$ cat src/rtl/soc_io_uart.sv
// IO-bus responder: LED register, UART TX FIFO + 8N1 serialiser, status register.
// Latency: reads are combinational; a byte pushed into an idle, empty UART starts its start bit one edge later.
// Backpressure: none on the bus; a byte written while the FIFO is full is dropped and flags a sticky overflow.
module soc_io_uart #(
  parameter int CLK_FREQ_HZ = 27000000,
  parameter int BAUD        = 115200,
  parameter int FIFO_DEPTH  = 8
) (
  input  logic        clk,
  input  logic        resetn,
  input  logic [31:0] IO_mem_addr,
  input  logic [31:0] IO_mem_wdata,
  input  logic        IO_mem_wr,
  output logic [31:0] IO_mem_rdata,
  output logic [5:0]  LEDS,
  output logic        uart_tx
);

  localparam int CLKS_PER_BIT = CLK_FREQ_HZ / BAUD;
  localparam int PW  = $clog2(FIFO_DEPTH);
  localparam int CW  = PW + 1;
  localparam int BCW = (CLKS_PER_BIT > 1) ? $clog2(CLKS_PER_BIT) : 1;
  localparam logic [BCW-1:0] BAUD_RELOAD = BCW'(CLKS_PER_BIT - 1);
  localparam logic [CW-1:0]  DEPTH_CNT   = CW'(FIFO_DEPTH);

  generate
    if (CLKS_PER_BIT < 2) begin : g_chk_baud
      $error("soc_io_uart: CLK_FREQ_HZ/BAUD must be at least 2");
    end
    if ((FIFO_DEPTH < 2) || ((FIFO_DEPTH & (FIFO_DEPTH - 1)) != 0)) begin : g_chk_depth
      $error("soc_io_uart: FIFO_DEPTH must be a power of 2 and at least 2");
    end
  endgenerate

  typedef enum logic [1:0] {S_IDLE, S_START, S_DATA, S_STOP} state_t;

  // One-hot word-address decode; several set bits select several registers.
  logic sel_led, sel_dat, sel_cntl;
  assign sel_led  = IO_mem_addr[2];
  assign sel_dat  = IO_mem_addr[3];
  assign sel_cntl = IO_mem_addr[4];

  logic unused_bits;
  assign unused_bits = ^{IO_mem_addr[31:5], IO_mem_addr[1:0], IO_mem_wdata[31:8]};

  // FIFO state
  logic [7:0]    mem [FIFO_DEPTH];
  logic [PW-1:0] wptr, rptr;
  logic [CW-1:0] count;
  logic          full, empty, push, pop;
  logic          overflow;

  // TX state
  state_t         state_q, state_d;
  logic [BCW-1:0] baud_q, baud_d;
  logic [2:0]     bit_q, bit_d;
  logic [7:0]     shift_q, shift_d;
  logic           tx_q, tx_d;
  logic           busy;

  // Full is taken from the pre-edge count, so a push while full drops even if a pop lands on the same edge.
  assign full  = (count == DEPTH_CNT);
  assign empty = (count == '0);
  assign push  = IO_mem_wr && sel_dat && !full;
  assign busy  = !empty || (state_q != S_IDLE);

  // Combinational read mux: no side effects since the core samples rdata every cycle.
  always_comb begin
    IO_mem_rdata = '0;
    if (sel_led) begin
      IO_mem_rdata = IO_mem_rdata | {26'b0, LEDS};
    end
    if (sel_cntl) begin
      IO_mem_rdata[16 +: CW] = IO_mem_rdata[16 +: CW] | count;
      IO_mem_rdata[10]       = IO_mem_rdata[10] | overflow;
      IO_mem_rdata[9]        = IO_mem_rdata[9] | busy;
      IO_mem_rdata[8]        = IO_mem_rdata[8] | full;
    end
  end

  // LED register write.
  always_ff @(posedge clk) begin
    if (!resetn) begin
      LEDS <= '0;
    end else if (IO_mem_wr && sel_led) begin
      LEDS <= IO_mem_wdata[5:0];
    end
  end

  // Sticky overflow: a dropped byte sets it, firmware clears it; a set on the same edge beats the clear.
  always_ff @(posedge clk) begin
    if (!resetn) begin
      overflow <= 1'b0;
    end else if (IO_mem_wr && sel_dat && full) begin
      overflow <= 1'b1;
    end else if (IO_mem_wr && sel_cntl && IO_mem_wdata[0]) begin
      overflow <= 1'b0;
    end
  end

  // FIFO storage; contents need no reset because count gates visibility.
  always_ff @(posedge clk) begin
    if (resetn && push) begin
      mem[wptr] <= IO_mem_wdata[7:0];
    end
  end

  // FIFO pointers and occupancy; pointers wrap naturally at the power-of-2 depth.
  always_ff @(posedge clk) begin
    if (!resetn) begin
      wptr  <= '0;
      rptr  <= '0;
      count <= '0;
    end else begin
      if (push) wptr <= wptr + 1'b1;
      if (pop)  rptr <= rptr + 1'b1;
      if (push && !pop) begin
        count <= count + 1'b1;
      end else if (pop && !push) begin
        count <= count - 1'b1;
      end
    end
  end

  // TX state register; uart_tx comes straight from a flop so it never glitches.
  always_ff @(posedge clk) begin
    if (!resetn) begin
      state_q <= S_IDLE;
      baud_q  <= '0;
      bit_q   <= '0;
      shift_q <= '0;
      tx_q    <= 1'b1;
    end else begin
      state_q <= state_d;
      baud_q  <= baud_d;
      bit_q   <= bit_d;
      shift_q <= shift_d;
      tx_q    <= tx_d;
    end
  end

  assign uart_tx = tx_q;

  // TX next-state: the registered tx value is computed for the state being entered, so each
  // bit starts on the same edge as its state change; STOP chains straight into the next START.
  always_comb begin
    state_d = state_q;
    baud_d  = baud_q;
    bit_d   = bit_q;
    shift_d = shift_q;
    tx_d    = tx_q;
    pop     = 1'b0;
    unique case (state_q)
      S_IDLE: begin
        tx_d = 1'b1;
        if (!empty) begin
          pop     = 1'b1;
          shift_d = mem[rptr];
          baud_d  = BAUD_RELOAD;
          tx_d    = 1'b0;
          state_d = S_START;
        end
      end
      S_START: begin
        if (baud_q == '0) begin
          baud_d  = BAUD_RELOAD;
          bit_d   = '0;
          tx_d    = shift_q[0];
          state_d = S_DATA;
        end else begin
          baud_d = baud_q - 1'b1;
        end
      end
      S_DATA: begin
        if (baud_q == '0) begin
          baud_d = BAUD_RELOAD;
          if (bit_q == 3'd7) begin
            tx_d    = 1'b1;
            state_d = S_STOP;
          end else begin
            bit_d   = bit_q + 3'd1;
            shift_d = {1'b0, shift_q[7:1]};
            tx_d    = shift_q[1];
          end
        end else begin
          baud_d = baud_q - 1'b1;
        end
      end
      S_STOP: begin
        if (baud_q == '0) begin
          if (!empty) begin
            pop     = 1'b1;
            shift_d = mem[rptr];
            baud_d  = BAUD_RELOAD;
            tx_d    = 1'b0;
            state_d = S_START;
          end else begin
            tx_d    = 1'b1;
            state_d = S_IDLE;
          end
        end else begin
          baud_d = baud_q - 1'b1;
        end
      end
      default: begin
        tx_d    = 1'b1;
        state_d = S_IDLE;
      end
    endcase
  end

endmodule

$ cat config.mk
export PLATFORM = sky130hd
export DESIGN_NAME = soc_io_uart
export DESIGN_NICKNAME = d
export VERILOG_FILES = /design/src/rtl/soc_io_uart.sv
export SDC_FILE = /design/constraint.sdc
export NUM_CORES = 1
export LEC_CHECK = 0
export ABC_AREA = 1
export BUFFER_PORTS_ARGS = -buffer_cell sky130_fd_sc_hd__buf_4
export CORE_ASPECT_RATIO = 0.9
export CORE_MARGIN = 8
export CORE_UTILIZATION = 30
export CTS_CLUSTER_SIZE = 40
export DETAILED_ROUTE_END_ITERATION = 8
export GPL_ROUTABILITY_DRIVEN = 0
export PLACE_DENSITY_LB_ADDON = 0.3
export SYNTH_ARGS = -nofsm -noshare
export SYNTH_HDL_FRONTEND = slang
export SYNTH_SLANG_ARGS = --single-unit
$ cat constraint.sdc
create_clock -name clk -period 2.3 [get_ports clk]
set_input_delay 0.46 -clock clk [delete_from_list [all_inputs] [get_ports clk]]
set_output_delay 0.46 -clock clk [all_outputs]
set_load 0.02 [all_outputs]
After elaboration in Yosys (flattened, before gate mapping). Memories as Yosys holds them, arrays and structs flattened. A register that Yosys moved wholly into a read port is not among the register bits. Index checks and enable logic that the tools add are counted.

Memories: 1. Output and inout bits: 39. Bits of input ports: 67. Latch bits: 0. Logic and storage cells: 99. RAM bits: 64. Memory bits (read-only): 0. Register bits after elaboration: 39.

Memories: mem (words 8, bits a word 8, read ports 1, clocked after Yosys merged registers in 1, wr ports 1, RTL line 47) `logic [7:0] mem [FIFO_DEPTH];`.

Mux-type cells: 40. Add/sub/neg operators: 6. Shift-type cells: 0. Magnitude comparators: 0. $mul: 0. Reductions and logical operators: 27. Div/mod/pow operators: 0. Bitwise gates (word level): 4. Equal/unequal tests: 11.

Operators by type and width (count): 8-bit two-way mux (7); 8-bit case mux with 3 select lines (2); 3-bit two-way mux (6); 1-bit two-way mux (12); 4-bit two-way mux (3); 2-bit inequality test, second input constant (6); 2-bit two-way mux (5); 3-bit by 1-bit adder with 3-bit output, second input constant (3); 1-bit logical AND (9); 8-bit zero test (1); 2-bit case mux with 4 select lines (1); 4-bit AND reduction (2); 2-bit nonzero test (4); 8-bit by 1-bit subtractor with 8-bit output, second input constant (1); 6-bit two-way mux (1); 3-bit case mux with 2 select lines (1); 5-bit AND reduction (1); 4-bit by 1-bit adder with 4-bit output, second input constant (1); 2-bit == test, second input constant (2); 4-bit == test, second input constant (1); 1-bit zero test (4); 4-bit zero test (1); 1-bit by 4-bit OR with 4-bit output, first input constant (1); 1-bit case mux with 4 select lines (1); other kinds (10) (12).

Depth between registers and ports, before layout.
Depth in word-level cells: 7. Depth in mapped cells: 17. Gate-level depth less buffers: 17.

Worst setup path before layout. Ideal clock, no wire load.

Kind: register to register. Start: reg state_q[0]. End: reg count[3]. Setup slack: -90 ps. Cell stages (with the launch flop): 17. Clock period less this slack: 2390 ps. Path buffers: 0. Arrival: 2258 ps. Required time: 2168 ps. Library setup time: 132 ps. Cell sequence: dfxtp_1 -> inv_1 -> ha_1 -> inv_1 -> nand2_1 -> a21oi_4 -> inv_2 -> ha_1 -> inv_1 -> ha_1 -> nand2_1 -> inv_1 -> o21ai_0 -> a21o_1 -> nand2_1 -> nand2_1 -> a21oi_1.

Word-level cells in the longest chain between the ends: 5. Elaborated cells between the ends (all ways): 8. Classes of those cells: eq/ne: 1; mux: 2; reduce/logical: 5.

Ends and longest elaborated chain: start, declared (RTL line 54) `state_t state_q, state_d;`; start signal, assigned (RTL line 134) `state_q <= state_d;`; 2-bit == test / 2-bit zero test (equally long branches) (RTL line 153) `unique case (state_q)`; 1-bit case mux with 2 select lines (*) (RTL line 153); 1-bit zero test (RTL line 117) `if (push && !pop) begin`; 1-bit logical AND (RTL line 117); 4-bit two-way mux / 2-bit nonzero test (equally long branches); end signal, assigned (RTL line 118) `count <= count + 1'b1;`; end signal, assigned (RTL line 120) `count <= count - 1'b1;`; end, declared (RTL line 49) `logic [CW-1:0] count;`.

Every way passes the cells marked *; elsewhere a longest branch is shown, timed or not. A chain may end at the register's enable or synchronous reset.

Worst setup path after layout.
Start: reg baud_q[4]. End: reg count[3].

Word-level cells in the longest chain between the ends: 6. Elaborated cells between the ends (all ways): 8. Classes of those cells: mux: 3; reduce/logical: 5.

Ends and longest elaborated chain: start, declared (RTL line 55) `logic [BCW-1:0] baud_q, baud_d;`; start signal, assigned (RTL line 135) `baud_q <= baud_d;`; 8-bit zero test (*) (RTL line 190) `if (baud_q == '0) begin`; 1-bit two-way mux (*) (RTL line 190); 1-bit case mux with 2 select lines (*) (RTL line 153); 1-bit zero test (RTL line 117); 1-bit logical AND (RTL line 117); 4-bit two-way mux / 2-bit nonzero test (equally long branches).

Marks and branches as above.

==> out/results.ini <==
[sta]
slew_violations=0
fmax_mhz=468
whs_ns=0.357
setup_viol=0
clock_skew_ns=0.0104
hold_viol=0
fin_crit_sh=0.930
tns_ns=0
min_period_ns=2.14
worst_pin_slew_ns=0.633
relSlewSlack=0.577

[worst_setup_path]
criticalPathCategory=flop to flop
ff2ff_setup_slack_ns=0.16
arrival_ns=2.36
r2r_start=baud_q[4]
critPathMaxFanout=3
critPathCaptureType=flop
rr_endpoint=count[3]
crit_path_start_kind=flop
ff2ff_path_depth=16
required_ns=2.53

[clocking]
cts-root-buf=clkbuf_16
clk_pin_slew_ns=0.07
cts_buffers=9
worstSkewPairLatency_ns=0.35
numClockSinks=106
ctsLongestPathBuffers=2
cts_tree=yes
cts-htree-levels=3

[synth]
post_synth.cell_area_avg_um2=8.99
ys_seq_elements=106
synth.distinct_cells=41
synth_area_um2=5090
ys_seq_area_frac=0.543
synthFlopType=edfxtp_1
syn_inst=566
async_flop_share=0
ys_warn_count=0
synth-edff-count=64

[placed_design]
dp.cells=821
port-buffer-count=33
dpl.hpwl_mm=7.95

[finish]
register_area_um2=2770
drive_gt1_frac=0.194
nNetsFinal=705
fillCellCount=1638
syn_to_final_growth_pct=18.4
diodes=0
final_cells=839
multi_input_area_um2=1990

[detailed_routing]
initialDrtViolationCount=238
vias=3920
detail-route-antenna-nets=0
post_drt_wl_per_cell_um=13.9
routed_wl_mm=11.6
routed_via_density=4.67
drc=0
drt_first_pass_iters=5

[global_route]
grt_start_max_net_pins=33
met1_usage=0.143
met3_usage=0.0226
grt_use_met2=0.173
antenna_found_initial=0
track_usage=0.110
grt.overflow.total=0
top_usage_layer=met2
grt_pass1_vias=3905
grt_pass1_wl_mm=19.1

[power]
p_per_area_nw_per_um2=1110
swShare=0.385
switching_power_mw=2.57
seqPwrFrac=0.351
ir_drop_uv=442
combPwrFrac=0.409
p_leak_nw=2.58
pwr-share-clk=0.240
p_int_mw=4.11

[hold_path]
min_to=mem[4][2]
holdPathStages=1
hold_path_startpoint=IO_mem_wdata[2]
min_path_type=primary input to flop

[die]
die_y_um=140
die_x_um=153
start_util=0.304
ioPinCount=106
die_area_um2=21400
core_area_um2=16700
fp-row-count=45

[outcome]
status=finished clean

[job]
cap_violations=0

[metrics by stage]
stage | util | power [mW] | worst slack, ns | cell area (µm²)
after global placement | 0.338 | 4.93 | 0.0337 | 5660
after CTS | 0.357 | 6.60 | 0.0330 | 5970
after global routing | 0.360 | 7.13 | -0.00557 | 6020
final | 0.360 | 6.67 | 0.161 | 6020
after detailed placement | 0.338 | 4.99 | -0.0208 | 5660
after floorplan | - | 4.28 | 0.0171 | 5160
[worst max-delay path, stage by stage (launching register included)]
cell and delay (ns):
dfxtp_1 0.33, nor2_1 0.13, nand2_2 0.12, nor2_8 0.13, nand2_4 0.06, a21oi_4 0.16
inv_2 0.06, ha_2 0.19, inv_2 0.08, ha_1 0.22, nand2_1 0.06, inv_1 0.04
o21ai_2 0.15, a21o_1 0.13, nand2_1 0.04, nand2_1 0.05, a21oi_1 0.06
[kinds of logic (layout without fill, tap and decap cells)]
group	Yosys count	after routing	share of synthesized area
other cells	1	19	0.000737
compound gates	65	65	0.0730
simple gates	284	284	0.251
buf+inv	91	135	0.0868
flops	106	106	0.543
xor+xnor	4	4	0.00689
fa+ha+maj	15	15	0.0384
[flip-flops by register name, summed over array words and instances, names as in the netlist, named ones only]
register and flops:
uart_tx 1, baud_q 8, wptr 3, state_q 2, rptr 3, bit_q 3
overflow 1, LEDS 6, shift_q 8, count 4, mem 64
[repair_timing]
item | CTS | global route
setup buffers | 0 | 2
setup endpoints to repair | 1 | 1
cloned | 0 | 0
pin swaps | 0 | 6
resized for setup | 2 | 11
hold buffers | 0 | 0
hold endpoints to repair | 0 | 0
[synth_stat cells (2+ instances only)]
cell | n | area (µm²)
nand2_1 | 137 | 514
o211ai_1 | 2 | 15.0
edfxtp_1 | 64 | 1920
buf_4 | 21 | 158
or2_2 | 7 | 43.8
nand3_1 | 77 | 385
inv_1 | 49 | 184
nand2_4 | 2 | 22.5
inv_2 | 4 | 15.0
xor2_1 | 3 | 26.3
a21oi_1 | 26 | 130
nand2_2 | 4 | 25.0
clkbuf_1 | 4 | 15.0
nor3_1 | 5 | 25.0
o21ai_0 | 26 | 130
o21a_1 | 2 | 15.0
nor2_4 | 2 | 22.5
nand4_1 | 5 | 31.3
nor4_1 | 2 | 12.5
nor2_1 | 35 | 131
ha_1 | 14 | 175
dfxtp_1 | 42 | 841
nor2_2 | 4 | 25.0
buf_2 | 11 | 55.1
a21oi_2 | 2 | 17.5
[layer usage]
metal / vias up / routed length, µm
met2: 100 / 5410
met5: - / 0
li1: 1961 / -
met3: 13 / 554
met1: 1846 / 5500
met4: 0 / 173
[cells in the final DEF (no fill, tap or decap), types with 3 or more instances in the layout]
cell type,Yosys,final
clkbuf_16,0,9
conb_1,1,19
nand3_1,77,77
nand2_4,2,3
inv_8,0,3
nor2_2,4,5
dfxtp_1,42,40
nor3_1,5,5
ha_1,14,11
o21ai_0,26,25
nand4_1,5,5
a21oi_1,26,26
or2_2,7,7
edfxtp_1,64,64
inv_2,4,8
nor2_1,35,34
nand2_2,4,4
nand2_1,137,136
xor2_1,3,3
inv_1,49,45
buf_4,21,65
[power groups by stage]
stage	Clock [mW]	Sequential (mW)	Combinational (mW)
after global placement	0	2.38	2.56
after detailed placement	0	2.38	2.60
after CTS	1.63	2.34	2.63
after floorplan	0	2.40	1.88
final	1.60	2.34	2.73
after global routing	1.71	2.37	3.05
[worst max path at each step]
stage / to / slack, ns / cells after the start / startpoint
2_1_floorplan: count[3] / 0.02 / 16 / state_q[0]
3_3_place_gp: count[3] / 0.03 / 16 / state_q[0]
3_5_place_dp: count[3] / -0.02 / 16 / state_q[0]
4_1_cts: count[3] / 0.03 / 16 / state_q[1]
5_1_grt: count[3] / -0.006 / 16 / baud_q[7]
6_report: count[3] / 0.16 / 16 / baud_q[4]
[cell type report]
type	count	share of cell area
multi-input cells	387	0.331
clock inverters	7	0.0141
repair buffers	65	0.0810
inverters	54	0.0337
flip-flops and latches	106	0.459
well taps	211	0.0438
clock buffers	9	0.0374
No activity file was read; power rests on OpenSTA's default activity.
